### config.mk
export PLATFORM = sky130hd
export DESIGN_NAME = phys_free_list_flat
export DESIGN_NICKNAME = d
export VERILOG_FILES = /design/src/rtl/phys_free_list_if.sv /design/src/rtl/phys_free_list.sv /design/src/flat_wrapper.sv
export SDC_FILE = /design/constraint.sdc
export NUM_CORES = 1
export LEC_CHECK = 0
export BUFFER_PORTS_ARGS = -buffer_cell sky130_fd_sc_hd__buf_2
export CORE_ASPECT_RATIO = 1.1
export CORE_UTILIZATION = 60
export CTS_CLUSTER_DIAMETER = 60
export CTS_CLUSTER_SIZE = 40
export DETAILED_ROUTE_END_ITERATION = 10
export PLACE_DENSITY = 0.87
export SLEW_MARGIN = 10
export SYNTH_ARGS = -nofsm -noshare
export SYNTH_HDL_FRONTEND = slang
export SYNTH_SLANG_ARGS = --single-unit
### constraint.sdc
create_clock -name clk -period 14.3 [get_ports clk]
set_input_delay 2.145 -clock clk [delete_from_list [all_inputs] [get_ports clk]]
set_output_delay 2.145 -clock clk [all_outputs]
set_load 0.02 [all_outputs]
### src/rtl/phys_free_list_if.sv
// Rename/commit/flush port bundle for the physical-register free list.
// master = rename/ROB/flush side, slave = the free list itself.
interface phys_free_list_if #(
  parameter int PHYS_W = 6,
  parameter int CNT_W  = 6
);
  logic              alloc_req;
  logic              alloc_gnt;
  logic [PHYS_W-1:0] alloc_phys;
  logic              commit_en;
  logic              free_en;
  logic [PHYS_W-1:0] free_phys;
  logic              flush;
  logic [CNT_W-1:0]  free_count;
  logic              empty;
  logic              err;

  modport master (
    output alloc_req, commit_en, free_en, free_phys, flush,
    input  alloc_gnt, alloc_phys, free_count, empty, err
  );

  modport slave (
    input  alloc_req, commit_en, free_en, free_phys, flush,
    output alloc_gnt, alloc_phys, free_count, empty, err
  );
endinterface

### src/rtl/phys_free_list.sv
// Free list of physical IDs: circular FIFO with speculative and committed heads; 0-cycle grant, no grant when empty or flushing.
// Flush restores spec head to commit head in one cycle. FREE_LIST_CHECK_EN adds a double-free bitmap and a sticky err flag.
module phys_free_list #(
  parameter int NUM_PHYS_REGS = 64,
  parameter int NUM_ARCH_REGS = 32,
  parameter int PHYS_W        = $clog2(NUM_PHYS_REGS)
) (
  input logic             clk,
  input logic             rst,
  phys_free_list_if.slave fl
);
  localparam int DEPTH = NUM_PHYS_REGS - NUM_ARCH_REGS;
  localparam int IDX_W = $clog2(DEPTH);
  localparam int PTR_W = IDX_W + 1;

  typedef logic [PTR_W-1:0]  ptr_t;
  typedef logic [PHYS_W-1:0] phys_t;

  ptr_t  spec_head_q, spec_head_d;
  ptr_t  commit_head_q, commit_head_d;
  ptr_t  tail_q, tail_d;
  phys_t fifo_q [DEPTH];
  phys_t fifo_d [DEPTH];

  ptr_t  free_count;
  logic  empty;
  logic  alloc_gnt;
  logic  commit_bad;
  logic  overflow;
  logic  dbl_free;
  logic  free_ok;

  always_comb begin
    free_count    = tail_q - spec_head_q;
    empty         = (free_count == '0);
    alloc_gnt     = fl.alloc_req & ~empty & ~fl.flush;
    commit_bad    = (commit_head_q == spec_head_q);
    // Occupancy counted from the committed head: uncommitted IDs still hold their slots.
    overflow      = ((tail_q - commit_head_q) == ptr_t'(DEPTH));
    free_ok       = fl.free_en & ~overflow & ~dbl_free;

    commit_head_d = commit_head_q + ptr_t'(fl.commit_en & ~commit_bad);
    spec_head_d   = fl.flush ? commit_head_d : (spec_head_q + ptr_t'(alloc_gnt));
    tail_d        = tail_q + ptr_t'(free_ok);

    fifo_d = fifo_q;
    if (free_ok) begin
      fifo_d[tail_q[IDX_W-1:0]] = fl.free_phys;
    end
  end

  always_ff @(posedge clk or posedge rst) begin
    if (rst) begin
      spec_head_q   <= '0;
      commit_head_q <= '0;
      tail_q        <= ptr_t'(DEPTH);
      for (int i = 0; i < DEPTH; i++) begin
        fifo_q[i] <= phys_t'(NUM_ARCH_REGS + i);
      end
    end else begin
      spec_head_q   <= spec_head_d;
      commit_head_q <= commit_head_d;
      tail_q        <= tail_d;
      fifo_q        <= fifo_d;
    end
  end

`ifdef FREE_LIST_CHECK_EN
  logic [NUM_PHYS_REGS-1:0] is_free_q, is_free_d;
  logic                     err_q, err_d;
  ptr_t                     span;

  assign dbl_free = is_free_q[fl.free_phys];

  always_comb begin
    is_free_d = is_free_q;
    span      = spec_head_q - commit_head_d;
    if (alloc_gnt) begin
      is_free_d[fifo_q[spec_head_q[IDX_W-1:0]]] = 1'b0;
    end
    // Squashed IDs sit between the post-commit head and the old speculative head.
    if (fl.flush) begin
      for (int i = 0; i < DEPTH; i++) begin
        if (ptr_t'(i) < span) begin
          is_free_d[fifo_q[IDX_W'(commit_head_d + ptr_t'(i))]] = 1'b1;
        end
      end
    end
    if (free_ok) begin
      is_free_d[fl.free_phys] = 1'b1;
    end
    err_d = err_q
          | (fl.commit_en & commit_bad)
          | (fl.free_en & (overflow | dbl_free));
  end

  always_ff @(posedge clk or posedge rst) begin
    if (rst) begin
      err_q <= 1'b0;
      for (int i = 0; i < NUM_PHYS_REGS; i++) begin
        is_free_q[i] <= (i >= NUM_ARCH_REGS);
      end
    end else begin
      err_q     <= err_d;
      is_free_q <= is_free_d;
    end
  end

  assign fl.err = err_q;
`else
  assign dbl_free = 1'b0;
  assign fl.err   = 1'b0;
`endif

  assign fl.alloc_gnt  = alloc_gnt;
  assign fl.alloc_phys = fifo_q[spec_head_q[IDX_W-1:0]];
  assign fl.free_count = free_count;
  assign fl.empty      = empty;
endmodule
### src/flat_wrapper.sv
// flat-port wrapper written by rule: the top's interface ports become plain ports
module phys_free_list_flat 
#(
  parameter int NUM_PHYS_REGS = 64,
  parameter int NUM_ARCH_REGS = 32,
  parameter int PHYS_W        = $clog2(NUM_PHYS_REGS)
)
  (clk, rst, fl_alloc_req, fl_commit_en, fl_free_en, fl_free_phys, fl_flush, fl_alloc_gnt, fl_alloc_phys, fl_free_count, fl_empty, fl_err);
  phys_free_list_if #(.PHYS_W(PHYS_W)) fl_i ();
  input logic clk;
  input logic rst;
  input wire logic [$bits(fl_i.alloc_req)-1:0] fl_alloc_req;
  input wire logic [$bits(fl_i.commit_en)-1:0] fl_commit_en;
  input wire logic [$bits(fl_i.free_en)-1:0] fl_free_en;
  input wire logic [$bits(fl_i.free_phys)-1:0] fl_free_phys;
  input wire logic [$bits(fl_i.flush)-1:0] fl_flush;
  output wire logic [$bits(fl_i.alloc_gnt)-1:0] fl_alloc_gnt;
  output wire logic [$bits(fl_i.alloc_phys)-1:0] fl_alloc_phys;
  output wire logic [$bits(fl_i.free_count)-1:0] fl_free_count;
  output wire logic [$bits(fl_i.empty)-1:0] fl_empty;
  output wire logic [$bits(fl_i.err)-1:0] fl_err;
  assign fl_i.alloc_req = fl_alloc_req;
  assign fl_i.commit_en = fl_commit_en;
  assign fl_i.free_en = fl_free_en;
  assign fl_i.free_phys = fl_free_phys;
  assign fl_i.flush = fl_flush;
  assign fl_alloc_gnt = fl_i.alloc_gnt;
  assign fl_alloc_phys = fl_i.alloc_phys;
  assign fl_free_count = fl_i.free_count;
  assign fl_empty = fl_i.empty;
  assign fl_err = fl_i.err;
  phys_free_list #(.NUM_PHYS_REGS(NUM_PHYS_REGS), .NUM_ARCH_REGS(NUM_ARCH_REGS), .PHYS_W(PHYS_W)) u_core (.clk(clk), .rst(rst), .fl(fl_i));
endmodule
# Word-level counts from Yosys, hierarchy flattened
# Cells that the tools add are included.
classes:
  n_addsub: 5
  magnitude_cmp: 3
  eq_ne: 2
  n_mux: 7
  bitwise_logic: 10
  n_reduce_logical: 2
op_table:
  columns: ["cell", "n"]
  rows:
  - ["bitwise mux 192 bit", 1]
  - ["binary-select mux 6 bit (select 5 bit)", 1]
  - ["demux 6 bit (select 5 bit)", 1]
  - ["two-way mux 6 bit", 4]
  - ["adder 6 x 1 -> 6 bit", 2]
  - [">= comparator 6 bit (second input constant)", 2]
  - ["NOT 5 -> 6 bit", 2]
  - ["subtractor 6 bit", 2]
  - ["adder 6 bit", 1]
  - ["bitwise AND 1 x 6 -> 6 bit", 1]
  - ["== test 6 bit", 1]
  - ["== test 6 bit (second input constant)", 1]
  - ["zero test 6 bit", 1]
  - ["less-than comparator 6 x 1 -> 1 bit (second input constant)", 1]
  - ["NOT 1 -> 6 bit", 1]
  - ["bitwise AND 1 bit", 3]
  - ["NOT 1 bit", 3]
  - ["logical AND 1 bit", 1]
word_totals:
  regBits: 210
  input_bits: 12
  output_inout_bits: 15
  wordCells: 64

# Longest topological paths before layout
logic_depth:
  ltp_word: 7
  ltp_mapped: 14
  ltp_nobuf: 13

# Worst setup path after synthesis
# No wires, ideal clock.
synth_path:
  path_kind: "input port to output port"
  from: "in fl_flush"
  to: "out fl_alloc_gnt"
  arrival_ns: 3.005
  required_time_ns: 12.155
  path_slack_ns: 9.150
  stages: 2
  n_path_buf: 1
  cell_sequence: "clkbuf_1 > a311oi_1"
synth_between:
  elab_chain_cells: 2
synth_lines:
  columns: ["item", "line", "text"]
  rows:
  - ["start, declared", "flat_wrapper.sv:16", "input wire logic [$bits(fl_i.flush)-1:0] fl_flush;"]
  - ["NOT 1 bit", "phys_free_list.sv:36", "alloc_gnt = fl.alloc_req & ~empty & ~fl.flush;"]
  - ["bitwise AND 1 bit", "phys_free_list.sv:36", null]
  - ["end, declared", "flat_wrapper.sv:17", "output wire logic [$bits(fl_i.alloc_gnt)-1:0] fl_alloc_gnt;"]
# Every way passes these cells.

# Final worst setup path
layout_path:
  from: "reg u_core.spec_head_q[0]"
  to: "out fl_alloc_gnt"
layout_between:
  elab_chain_cells: 5
layout_lines:
  columns: ["item", "line", "text"]
  rows:
  - ["start, declared", "phys_free_list.sv:19", "ptr_t spec_head_q, spec_head_d;"]
  - ["start signal, assigned", "phys_free_list.sv:61", "spec_head_q <= spec_head_d;"]
  - ["subtractor 6 bit", "phys_free_list.sv:34", "free_count = tail_q - spec_head_q;"]
  - ["zero test 6 bit", "phys_free_list.sv:35", "empty = (free_count == '0);"]
  - ["NOT 1 bit", "phys_free_list.sv:36", null]
  - ["bitwise AND 1 bit (2 in series)", "phys_free_list.sv:36", null]
# Every way passes these cells.

==> impl_metrics.toml <==
[synth]
synth-seq-area-share_pct = 51.0
synth_nets = 712
netlist_area_um2 = 10600
yosysUniqueCellTypes = 45
avgSynthCellArea_um2 = 15.5
synth_ff_type = "dfstp_2"
async_flop_share_pct = 100
syn_inst = 683
synth-seq-cells = 210
synth_edf_count = 0
ys.warnings.count = 0

[setup_path]
cp_max_fo = 51
crit_type = "flop to output pin"
cp.arrival_ns = 3.31
start_kind = "flop"
crit_chain = "ha_1 -> fa_1 -> inv_1 -> a21o_1 -> a21oi_1 -> xor2_1 -> a311oi_1 -> buf_2"
crit_slowest_cell = "dfrtp_4"
required_ns = 12.15
end_kind = "output pin"
cpPeakStageDelay_ns = 1.10

[clock_tree]
worstSkewPairLatency_ns = 0.48
cts_tree = "done"
htreeDepth = 1
postCtsSetupBuffers = 0
cts_inserted_buffers = 15
clkTransAtPathRegs_ns = 0.08
clockBufferDepth = 3
cts_resized = 0
hold_buffers = 0
cts-root-buf = "clkbuf_16"
clock-sinks = 210

[route]
drc = 0
wl_met2_um = 11900
first_pass_iters = 5
dr_total_vias = 6114
drt_iter0_markers = 445
met3WireLength_um = 1030
wl_met1_um = 9220
antenna_left = 0
viasPerCell = 6.57
route.top_layer_used = "met4"
wl_per_cell_um = 24.7
postRouteWirelength_um = 23000

[finish]
drive_gt1_share_pct = 65.2
nFillCells = 1151
finish.utilization_pct = 66.5
design_area_um2 = 11400
layout.nets = 717
syn2layout_area_growth_pct = 7.59
antennaDiodeCount = 0

[place]
port_buffers = 25
gp_congestion = 0.783
place_area_um2 = 10900
dp_hpwl_um = 14900

[floorplanning]
initial_utilization_pct = 61.8
die_x_um = 129
io_pins = 27
fp.dieH_um = 141
die_area_um2 = 18200
rows = 50
coreArea_um2 = 17100

[power]
swShare_pct = 38.1
seq_power_share_pct = 40.9
p_switching_mw = 1.10
power_frac_comb_pct = 43.5
intPower_mw = 1.78
p_per_area_nw_per_um2 = 253
irDropWorstVdd_mv = 0.185
p_clk_share_pct = 15.6
p_leak_nw = 4.73

[timing]
hold_viol = 0
skew_ns = 0.0172
timing.final.crit_share_pct = 38.2
tightest_slew_ns = 1.23
period_minus_slack_ns = 5.46
grt_setup_unrepaired = "false"
setup_tns_ns = 0
hold_ws_ns = 0.507
slew_headroom_pct = 17.6
maxSlewViolCount = 0
setup_violations = 0
fmax_ghz = 0.183

[global_routing]
grt_pass1_wl_um = 37200
antenna_found_initial = 0
grt_usage_pct = 27.2
grt_max_degree = 138
grt_pass1_vias = 6595
gr-total-overflow = 0

[job]
cap_violations = 0

[status]
run_status = "finished clean"

[worst_hold_path]
hold_class = "flop to flop"
## logic make-up (layout without fill, tap and decap cells)
kind of cell / count (synthesis) / count (layout) / share of synthesized area [%]
multiplexers: 254 / 254 / 33.8
buffers and inverters: 60 / 73 / 2.40
other: 1 / 1 / 0.0354
adder cells (fa/ha/maj): 17 / 17 / 2.08
AND/OR/NAND/NOR: 63 / 63 / 3.00
XOR/XNOR: 22 / 22 / 1.82
flip-flops: 210 / 210 / 51.0
AO/OA/AOI/OAI: 56 / 56 / 5.88
## registers in the layout, summed over array words and instances, names as in the netlist
register,flops
u_core.tail_q,6
u_core.fifo_q,192
u_core.commit_head_q,6
u_core.spec_head_q,6
## area by class of cell
class	count	area (um^2)	share of cell area, %
clock inverters	10	133	1.16
multi-input cells	413	4950	43.5
repair buffers	30	163	1.43
inverters	18	75.1	0.659
clock buffers	15	375	3.29
flip-flops and latches	210	5400	47.4
well taps	234	293	2.57
## critical path: cells and delay by family (launching register included)
kind | cells | cell delay, ns
flip-flops | 1 | 1.10
AO/OA/AOI/OAI | 3 | 0.73
adder cells (fa/ha/maj) | 2 | 0.57
buffers and inverters | 2 | 0.29
XOR/XNOR | 1 | 0.13
## path summary, 6_finish.rpt
| kind | from | to | slack (ns) | cells past startpoint |
|---|---|---|---|---|
| min | u_core.fifo_q[140] | u_core.fifo_q[140] | 0.51 | 1 |
| max | u_core.spec_head_q[0] | fl_alloc_gnt | 8.84 | 8 |
| min reg2reg | u_core.fifo_q[140] | u_core.fifo_q[140] | 0.51 | 1 |
| max reg2reg | u_core.spec_head_q[0] | u_core.spec_head_q[5] | 10.72 | 12 |
| min in group asynchronous | rst | u_core.fifo_q[174] | 1.84 | 2 |
| max in group asynchronous | rst | u_core.spec_head_q[0] | 10.86 | 3 |
## synthesized netlist by cell type (6+ instances only)
cell type,n,share of area [%]
a211oi_1,7,0.50
dfrtp_1,97,23
o21ai_0,6,0.28
mux2_2,182,19
mux2_4,12,1.7
inv_1,17,0.60
mux4_2,60,13
xnor2_1,13,1.1
xor2_1,9,0.74
clkbuf_1,26,0.92
nand3_1,12,0.57
dfstp_2,113,28
buf_2,8,0.38
o211ai_4,10,2.0
nand2_1,25,0.89
ha_1,16,1.9
o211ai_2,6,0.71
a211oi_2,10,1.2
## per-layer routing
metal | GRT usage (%) | vias to the layer above
li1 | - | 2583
met1 | 36.1 | 3277
met2 | 46.0 | 198
met3 | 3.32 | 56
met4 | 10.7 | 0
met5 | 0 | -
## metrics by stage
step / instances / total power [mW] / setup slack, ns
after detailed placement: 905 / 2.41 / 9.25
after CTS: 930 / 2.88 / 8.79
after global placement: 905 / 2.32 / 9.28
after floorplan: 683 / 2.07 / 6.60
after global routing: 930 / 3.02 / 8.58
final: 930 / 2.88 / 8.84
## cell usage in the layout (no fill, tap or decap), types with 10 or more instances in the layout
cell | netlist | routed
mux2_2 | 182 | 182
dfstp_2 | 113 | 113
dfrtp_1 | 97 | 95
mux4_2 | 60 | 60
nand2_1 | 25 | 25
buf_2 | 8 | 25
inv_1 | 17 | 16
ha_1 | 16 | 16
clkbuf_16 | 0 | 15
xnor2_1 | 13 | 13
mux2_4 | 12 | 12
nand3_1 | 12 | 12
o211ai_4 | 10 | 10
## power by group through the flow
stage	logic [mW]	clock network [mW]	registers [mW]
after CTS	1.25	0.458	1.17
after detailed placement	1.23	0	1.18
after global routing	1.33	0.475	1.21
after global placement	1.18	0	1.15
after floorplan	1.03	0	1.04
final	1.25	0.449	1.18
(Power assumes the default switching activity.)
